### src/rtl/mul_div_unit.sv
// Iterative MULT/MULTU/DIV/DIVU unit with HI/LO registers; MTHI/MTLO write in one cycle.
// Latency: MUL/DIV results land WIDTH+1 edges after the start edge; MTHI/MTLO land at the start edge.
// Backpressure: busy is high while an op is in flight, and start is ignored then. Optional MDU_EARLY_OUT_EN skips ITER when b==0.
module mul_div_unit #(
    parameter int WIDTH = 32,
    parameter int CNT_W = 5
) (
    input  logic             clock,
    input  logic             reset,
    input  logic             start,
    input  logic [2:0]       op,
    input  logic [WIDTH-1:0] a,
    input  logic [WIDTH-1:0] b,
    output logic             busy,
    output logic             done,
    output logic [WIDTH-1:0] hi,
    output logic [WIDTH-1:0] lo
);

    typedef enum logic [1:0] {S_IDLE, S_ITER, S_FINAL} state_t;

    state_t           state_q, state_d;
    logic [CNT_W-1:0] cnt_q, cnt_d;
    logic [WIDTH-1:0] acc_q, acc_d;     // product high half / partial remainder
    logic [WIDTH-1:0] mq_q, mq_d;       // multiplier / dividend shifting into quotient
    logic [WIDTH-1:0] opd_q, opd_d;     // multiplicand magnitude / divisor magnitude
    logic [WIDTH-1:0] araw_q, araw_d;   // original dividend, returned as hi on divide by zero
    logic             is_div_q, is_div_d;
    logic             neg_q, neg_d;     // product or quotient must be negated
    logic             rneg_q, rneg_d;   // remainder must be negated (dividend sign)
    logic             bzero_q, bzero_d;
    logic [WIDTH-1:0] hi_q, hi_d;
    logic [WIDTH-1:0] lo_q, lo_d;
    logic             busy_q, busy_d;
    logic             done_q, done_d;

    logic               is_signed;
    logic [WIDTH-1:0]   a_abs, b_abs;
    logic [WIDTH:0]     sum, shl, diff;
    logic [2*WIDTH-1:0] prod;
    logic [WIDTH-1:0]   quo, rem;

    // Next-state, datapath step and result correction for the whole unit.
    always_comb begin
        state_d  = state_q;
        cnt_d    = cnt_q;
        acc_d    = acc_q;
        mq_d     = mq_q;
        opd_d    = opd_q;
        araw_d   = araw_q;
        is_div_d = is_div_q;
        neg_d    = neg_q;
        rneg_d   = rneg_q;
        bzero_d  = bzero_q;
        hi_d     = hi_q;
        lo_d     = lo_q;
        done_d   = 1'b0;

        is_signed = (op == 3'b000) || (op == 3'b010);
        a_abs     = (is_signed && a[WIDTH-1]) ? -a : a;
        b_abs     = (is_signed && b[WIDTH-1]) ? -b : b;

        // One shift-add multiply step: add multiplicand if multiplier lsb set, then shift right.
        sum  = {1'b0, acc_q} + {1'b0, opd_q};
        // One restoring divide step: shift next dividend bit in, trial-subtract divisor.
        shl  = {acc_q, mq_q[WIDTH-1]};
        diff = shl - {1'b0, opd_q};

        prod = neg_q  ? -{acc_q, mq_q} : {acc_q, mq_q};
        quo  = neg_q  ? -mq_q  : mq_q;
        rem  = rneg_q ? -acc_q : acc_q;

        case (state_q)
            S_IDLE: begin
                if (start) begin
                    case (op)
                        3'b000, 3'b001, 3'b010, 3'b011: begin
                            is_div_d = op[1];
                            neg_d    = is_signed & (a[WIDTH-1] ^ b[WIDTH-1]);
                            rneg_d   = is_signed & a[WIDTH-1];
                            bzero_d  = (b == '0);
                            araw_d   = a;
                            acc_d    = '0;
                            cnt_d    = '0;
                            if (op[1]) begin
                                mq_d  = a_abs;
                                opd_d = b_abs;
                            end else begin
                                mq_d  = b_abs;
                                opd_d = a_abs;
                            end
`ifdef MDU_EARLY_OUT_EN
                            state_d = (b == '0) ? S_FINAL : S_ITER;
`else
                            state_d = S_ITER;
`endif
                        end
                        3'b100:  hi_d = a;
                        3'b101:  lo_d = a;
                        default: ;
                    endcase
                end
            end
            S_ITER: begin
                if (is_div_q) begin
                    acc_d = diff[WIDTH] ? shl[WIDTH-1:0] : diff[WIDTH-1:0];
                    mq_d  = {mq_q[WIDTH-2:0], ~diff[WIDTH]};
                end else if (mq_q[0]) begin
                    acc_d = sum[WIDTH:1];
                    mq_d  = {sum[0], mq_q[WIDTH-1:1]};
                end else begin
                    acc_d = {1'b0, acc_q[WIDTH-1:1]};
                    mq_d  = {acc_q[0], mq_q[WIDTH-1:1]};
                end
                cnt_d = cnt_q + CNT_W'(1);
                if (cnt_q == CNT_W'(WIDTH - 1)) begin
                    state_d = S_FINAL;
                end
            end
            S_FINAL: begin
                if (bzero_q) begin
                    hi_d = is_div_q ? araw_q : '0;
                    lo_d = is_div_q ? '1     : '0;
                end else if (is_div_q) begin
                    hi_d = rem;
                    lo_d = quo;
                end else begin
                    {hi_d, lo_d} = prod;
                end
                done_d  = 1'b1;
                state_d = S_IDLE;
            end
            default: state_d = S_IDLE;
        endcase

        busy_d = (state_d != S_IDLE);
    end

    // State and output registers with synchronous reset that aborts any op in flight.
    always_ff @(posedge clock) begin
        if (reset) begin
            state_q  <= S_IDLE;
            cnt_q    <= '0;
            acc_q    <= '0;
            mq_q     <= '0;
            opd_q    <= '0;
            araw_q   <= '0;
            is_div_q <= 1'b0;
            neg_q    <= 1'b0;
            rneg_q   <= 1'b0;
            bzero_q  <= 1'b0;
            hi_q     <= '0;
            lo_q     <= '0;
            busy_q   <= 1'b0;
            done_q   <= 1'b0;
        end else begin
            state_q  <= state_d;
            cnt_q    <= cnt_d;
            acc_q    <= acc_d;
            mq_q     <= mq_d;
            opd_q    <= opd_d;
            araw_q   <= araw_d;
            is_div_q <= is_div_d;
            neg_q    <= neg_d;
            rneg_q   <= rneg_d;
            bzero_q  <= bzero_d;
            hi_q     <= hi_d;
            lo_q     <= lo_d;
            busy_q   <= busy_d;
            done_q   <= done_d;
        end
    end

    assign busy = busy_q;
    assign done = done_q;
    assign hi   = hi_q;
    assign lo   = lo_q;

endmodule

### config.mk
export PLATFORM = sky130hd
export DESIGN_NAME = mul_div_unit
export DESIGN_NICKNAME = d
export VERILOG_FILES = /design/src/rtl/mul_div_unit.sv
export SDC_FILE = /design/constraint.sdc
export NUM_CORES = 1
export LEC_CHECK = 0
export ABC_AREA = 1
export BUFFER_PORTS_ARGS = -buffer_cell sky130_fd_sc_hd__buf_2
export CORE_ASPECT_RATIO = 1.1
export CORE_MARGIN = 5
export CORE_UTILIZATION = 25
export CTS_CLUSTER_DIAMETER = 80
export DETAILED_ROUTE_END_ITERATION = 10
export SYNTH_ARGS = -nofsm -noshare
export SYNTH_HDL_FRONTEND = slang
export SYNTH_SLANG_ARGS = --single-unit
### constraint.sdc
create_clock -name clock -period 3.1 [get_ports clock]
set_clock_uncertainty 0.15 [all_clocks]
set_input_delay 0.465 -clock clock [delete_from_list [all_inputs] [get_ports clock]]
set_output_delay 0.465 -clock clock [all_outputs]
set_load 0.005 [all_outputs]
== After elaboration in Yosys (flattened, before gate mapping) ==
Cells that the tools add are included.

* Mux-type cells: 38
* Reduce and logical (&&, ||, !) cells: 14
* Bitwise operators: 4
* Add/subtract/negate cells: 8
* Eq/ne operators: 12

{| class="wikitable"
|+ Operators with widths
! operator !! count
|-
| 32-bit 2-to-1 mux || 25
|-
| 32-bit one-hot mux with 2 select lines || 4
|-
| 32-bit negator || 4
|-
| 64-bit 2-to-1 mux || 1
|-
| 64-bit negator || 1
|-
| 32-bit by 32-bit adder with 33-bit output || 1
|-
| 33-bit by 32-bit subtractor with 33-bit output || 1
|-
| 32-bit logical NOT || 1
|-
| 3-bit AND reduction || 4
|-
| 5-bit 2-to-1 mux || 2
|-
| 5-bit one-hot mux with 2 select lines || 1
|-
| 3-bit by 2-bit equality test with 1-bit output (second input constant) || 2
|-
| 3-bit equality test (second input constant) || 2
|-
| 2-bit 2-to-1 mux || 3
|-
| 2-bit by 1-bit inequality test with 1-bit output (second input constant) || 3
|-
| 2-bit nonzero test || 3
|-
| 5-bit by 1-bit adder with 5-bit output (second input constant) || 1
|-
| 5-bit equality test (second input constant) || 1
|-
| 2-bit one-hot mux with 2 select lines || 1
|-
| 4-bit OR reduction || 1
|-
| 3-bit by 1-bit equality test with 1-bit output (second input constant) || 1
|-
| 3-bit logical NOT || 1
|-
| 1-bit bitwise AND || 2
|-
| 2-bit by 1-bit equality test with 1-bit output (second input constant) || 1
|-
| 8 further kinds || 9
|}

* Bits in registers: 205
* Logic and storage cells: 90
* Input port bits: 70
* Output and inout port bits: 66

== Logic depth before layout (Yosys ltp) ==
* Word-level depth: 8
* Depth in mapped cells: 19
* Mapped depth without buffers: 18

== Least setup slack after synthesis ==
No wires, ideal clock.

* Kind: register to register
* Start: register mq_q[31]
* End: register acc_q[13]
* Arrival time: 2.279 ns
* Cell stages (with the launch flop): 19
* Required time: 2.816 ns
* Setup time: 0.134 ns
* Path slack: 0.537 ns
* Buffers on the path: 1
* Clock period less this slack: 2.563 ns
* Path through: dfxtp_1 -> inv_1 -> ha_1 -> fa_1 -> inv_1 -> nand3_1 -> nand2_2 -> nand2_2 -> nand2_2 -> nand2_2 -> nand2_2 -> nand2_4 -> nand2_4 -> nand2_4 -> nand2_8 -> buf_6 -> nor2_1 -> o21ai_0 -> a21oi_1

* Longest elaborated chain between the ends: 4

{| class="wikitable"
|+ Ends and longest elaborated chain
! what !! RTL line !! text
|-
| start: declaration || 25 || <nowiki>logic [WIDTH-1:0] mq_q, mq_d;</nowiki>
|-
| start signal: assignment || 160 || <nowiki>mq_q <= mq_d;</nowiki>
|-
| 33-bit by 32-bit subtractor with 33-bit output || 67 || <nowiki>diff = shl - {1'b0, opd_q};</nowiki>
|-
| 32-bit 2-to-1 mux || 106 || <nowiki>acc_d = diff[WIDTH] ? shl[WIDTH-1:0] : diff[WIDTH-1:0];</nowiki>
|-
| 32-bit 2-to-1 mux || 105 || <nowiki>if (is_div_q) begin</nowiki>
|-
| 32-bit one-hot mux with 2 select lines || 73 || <nowiki>case (state_q)</nowiki>
|-
| end signal: assignment || 144 || <nowiki>acc_q <= '0;</nowiki>
|-
| end signal: assignment || 159 || <nowiki>acc_q <= acc_d;</nowiki>
|-
| end: declaration || 24 || <nowiki>logic [WIDTH-1:0] acc_q, acc_d;</nowiki>
|}

Every way passes these cells.
A chain may end at the register's enable or synchronous reset.

== Worst setup path after layout ==
* Start: register acc_q[0]
* End: register acc_q[19]

* Longest elaborated chain between the ends: 4
* Elaborated cells between the ends (all ways): 6
* Those cells by class: add/sub: 2; mux: 4

{| class="wikitable"
|+ Ends and longest elaborated chain
! what !! RTL line
|-
| 33-bit by 32-bit subtractor with 33-bit output or 32-bit by 32-bit adder with 33-bit output (tied branches) || 67, 64
|-
| 32-bit 2-to-1 mux (on tied branches) || 106, 108
|-
| 32-bit 2-to-1 mux * || 105
|-
| 32-bit one-hot mux with 2 select lines * || 73
|}

Every way passes the cells marked *; elsewhere a longest branch is shown, timed or not.

==> results.toml <==
[outcome]
status = "finished clean"

[floorplanning]
rows = 106
io_pins = 136
die_h_um = 301.0
coreArea_um2 = 76130
initial_core_util = 0.2528
die_w_um = 274.5
dieArea_um2 = 82630

[power_and_ir_drop]
seqPwrFrac = 0.319
clkPwrFrac = 0.329
power.internal_mw = 5.481
swShare = 0.4053
p_sw_mw = 3.736
pwr-share-comb = 0.352
vdd.ir_drop.worst_uv = 397.8
p_per_area_nw_per_um2 = 411.6
p_leak_nw = 10.80

[synthesis]
synth_edf_count = 0
synth_top_area_frac = 0.2133
synth_area_leader_cell = "dfxtp_1"
ys_seq_area_frac = 0.2133
async_flop_share = 0
synth_most_common_cell = "nand2_1"
syn_area_per_cell_um2 = 5.590
syn_nets = 3585
ys_types = 53
ys_top_cells_by_count = "nand2_1, nor2_1, inv_1, a21oi_1, o21ai_0"
syn-instance-count = 3443
yosysWarnings = 0
synth-seq-cells = 205
synth.cell_area_um2 = 19240
synthTopCellsByArea = "dfxtp_1, nand2_1, a21oi_1, nor2_1, inv_1"
ys.flop_type = "dfxtp_1"

[placed_design]
gp_congestion = 1.046
placed_area_um2 = 21580
place_ws_ns = 0.1947
io_buffers = 135
dp_hpwl_um = 73320

[run]
drv_cap = 0

[cts]
clock-root-buffer = "clkbuf_16"
ctsHoldBuffers = 0
post_cts_buffers = 0
cts_tree = "built"
h-tree-depth = 1
cts_max_path_buffers = 3
clkLatencyLatePin_ns = 0.57
cts_resized = 0
clock-sinks = 205
numCtsBuffers = 25
clk_pin_slew_ns = 0.06

[min_path]
min_to = "hi[0]$_SDFFE_PP0P_"
whs_path_depth = 3
min_from = "a[0]"
hold_class = "primary input to register"

[timing]
rsz0062_at_grt = "no"
setup_tns_ns = 0
holdWs_ns = 0.08107
fmax_mhz = 341.5
slew_violations = 0
slew_headroom = 0.2279
worstMarginPinSlew_ns = 1.157
fin_crit_sh = 0.9447
setup_slack_ns = 0.1715
hold_viol = 0
min_period_ns = 2.929
setup_violations = 0

[route]
totalWireLength_um = 91220
via_per_inst = 5.113
drc_errors = 0
drtIter0Drc = 2551
vias = 23610
wire_per_inst_um = 19.75
drtPass1Iterations = 6
ant_nets = 0

[critical_path]
cp_cell_sequence = "buf_4 > ha_1 > inv_1 > fa_1 > inv_1 > nand3_1 > nand3_1 > nand2_1 > nand3_1 > nand2_1 > nand3b_1 > nand3_1 > a21oi_2 > nand2_1 > a21oi_1"
endpoint_kind = "register"
r2r-end = "acc_q[19]$_SDFFE_PP0P_"
critPathMaxFanout = 5
cp_common_cell = "nand3_1"
cp.required_ns = 3.43
ff2ff_path_depth = 15
r2r_slack_ns = 0.17
max_stage_delay_ns = 0.45
critPathSlowestCell = "fa_1"
crit_arrival_ns = 3.26
r2r_start = "acc_q[0]$_SDFFE_PP0P_"
critPathKind = "register to register"
start_kind = "register"

[grt]
grt-busiest-layer = "met2"
gr-usage-met1 = 0.2648
grtUsageMet2 = 0.3323
globalRouteMet3Util = 0.02972
antenna_found_initial = 0
grt_pass1_vias = 21700
grt_first_pass_wirelength_um = 134700
grt_start_max_net_pins = 147
grt-ovfl-total = 0
grt_util_all_layers = 0.2107

[cells_and_area]
area_delta_synth_final_pct = 16.36
diodes = 0
drive_gt1_frac = 0.1005
finalNetCount = 3719
stdcell_area_um2 = 22390
worst max path at each step:
stage	startpoint	end	slack [ns]	depth (start not counted)
6_report	acc_q[0]$_SDFFE_PP0P_	acc_q[19]$_SDFFE_PP0P_	0.17	15
5_1_grt	acc_q[0]$_SDFFE_PP0P_	acc_q[19]$_SDFFE_PP0P_	0.03	15
4_1_cts	acc_q[0]$_SDFFE_PP0P_	acc_q[19]$_SDFFE_PP0P_	0.15	15
3_5_place_dp	acc_q[0]$_SDFFE_PP0P_	acc_q[19]$_SDFFE_PP0P_	0.19	15
3_3_place_gp	acc_q[1]$_SDFFE_PP0P_	acc_q[19]$_SDFFE_PP0P_	0.25	13
2_1_floorplan	mq_q[31]$_SDFFE_PP0P_	acc_q[13]$_SDFFE_PP0P_	0.54	18
sequential cells by signal, summed over array words and instances, names as in the netlist:
| name | cells |
|---|---|
| araw_q | 32 |
| mq_q | 32 |
| rneg_q | 1 |
| opd_q | 32 |
| acc_q | 32 |
| hi | 32 |
| busy | 1 |
| neg_q | 1 |
| bzero_q | 1 |
| is_div_q | 1 |
| lo | 32 |
| cnt_q | 5 |
| done | 1 |
| state_q | 2 |
layout by cell type, fill, tap and decap left out, drive strengths merged, types with 5 or more instances in the layout:
cell type  netlist  routed
dfxtp          205     205
inv            392     392
nand3          245     245
o21ai          301     301
or2             18      18
a22oi           12      12
nor3            35      35
o211ai          28      28
nor2           415     415
nand4           23      23
nand3b          26      26
a31oi           16      16
nor4             5       5
xor2            55      55
a21oi          352     352
clkbuf         109      32
o21bai          17      17
clkinv           3       7
nand2         1033    1033
buf             36     252
xnor2           20      20
ha              70      70
final cells by class:
| class | instances | area (um2) |
|---|---|---|
| multi-input cells | 2698 | 13080 |
| clock inverters | 10 | 128.9 |
| clock buffers | 32 | 681.9 |
| well taps | 1026 | 1284 |
| fillers | 8745 | 53730 |
| inverters | 395 | 1484 |
| repair buffers | 252 | 1629 |
| flip-flops and latches | 205 | 4109 |
critical path, delay by kind of cell (launching register included):
kind	cells	cell delay, ns
flip-flops	1	0.33
adder cells (fa/ha/maj)	2	0.70
AO/OA/AOI/OAI	2	0.34
AND/OR/NAND/NOR	8	0.97
buffers and inverters	3	0.35
per-layer routing:
layer  share of wire  routed length, um
met5               0                  0
met4           0.086               7863
met3           0.078               7103
met2            0.44              39930
met1            0.40              36320
power by group through the flow:
stage	clock (mW)	combinational (mW)	sequential, mW
CTS	3.07	3.17	2.93
global placement	0	3.16	2.99
global route	3.16	3.52	2.95
detailed placement	0	3.15	2.99
floorplan	0	2.04	2.94
finish	3.03	3.25	2.94
metrics by stage:
step | cells | util | power, mW
2_1_floorplan | 3443 | - | 4.979
3_3_place_gp | 4576 | 0.2834 | 6.151
3_5_place_dp | 4576 | 0.2834 | 6.141
4_1_cts | 4618 | 0.2941 | 9.166
5_1_grt | 4618 | 0.2942 | 9.627
6_report | 4618 | 0.2942 | 9.217
cell families (layout without fill, tap and decap cells):
logic type / count (synthesis) / count (layout) / synth area share
compound gates: 744 / 744 / 0.2057
simple gates: 1807 / 1807 / 0.3905
buf+inv: 540 / 689 / 0.1088
fa+ha+maj: 72 / 72 / 0.04759
flops: 205 / 205 / 0.2133
xor+xnor: 75 / 75 / 0.03413
Note: power is estimated with default switching activity, not from simulation.
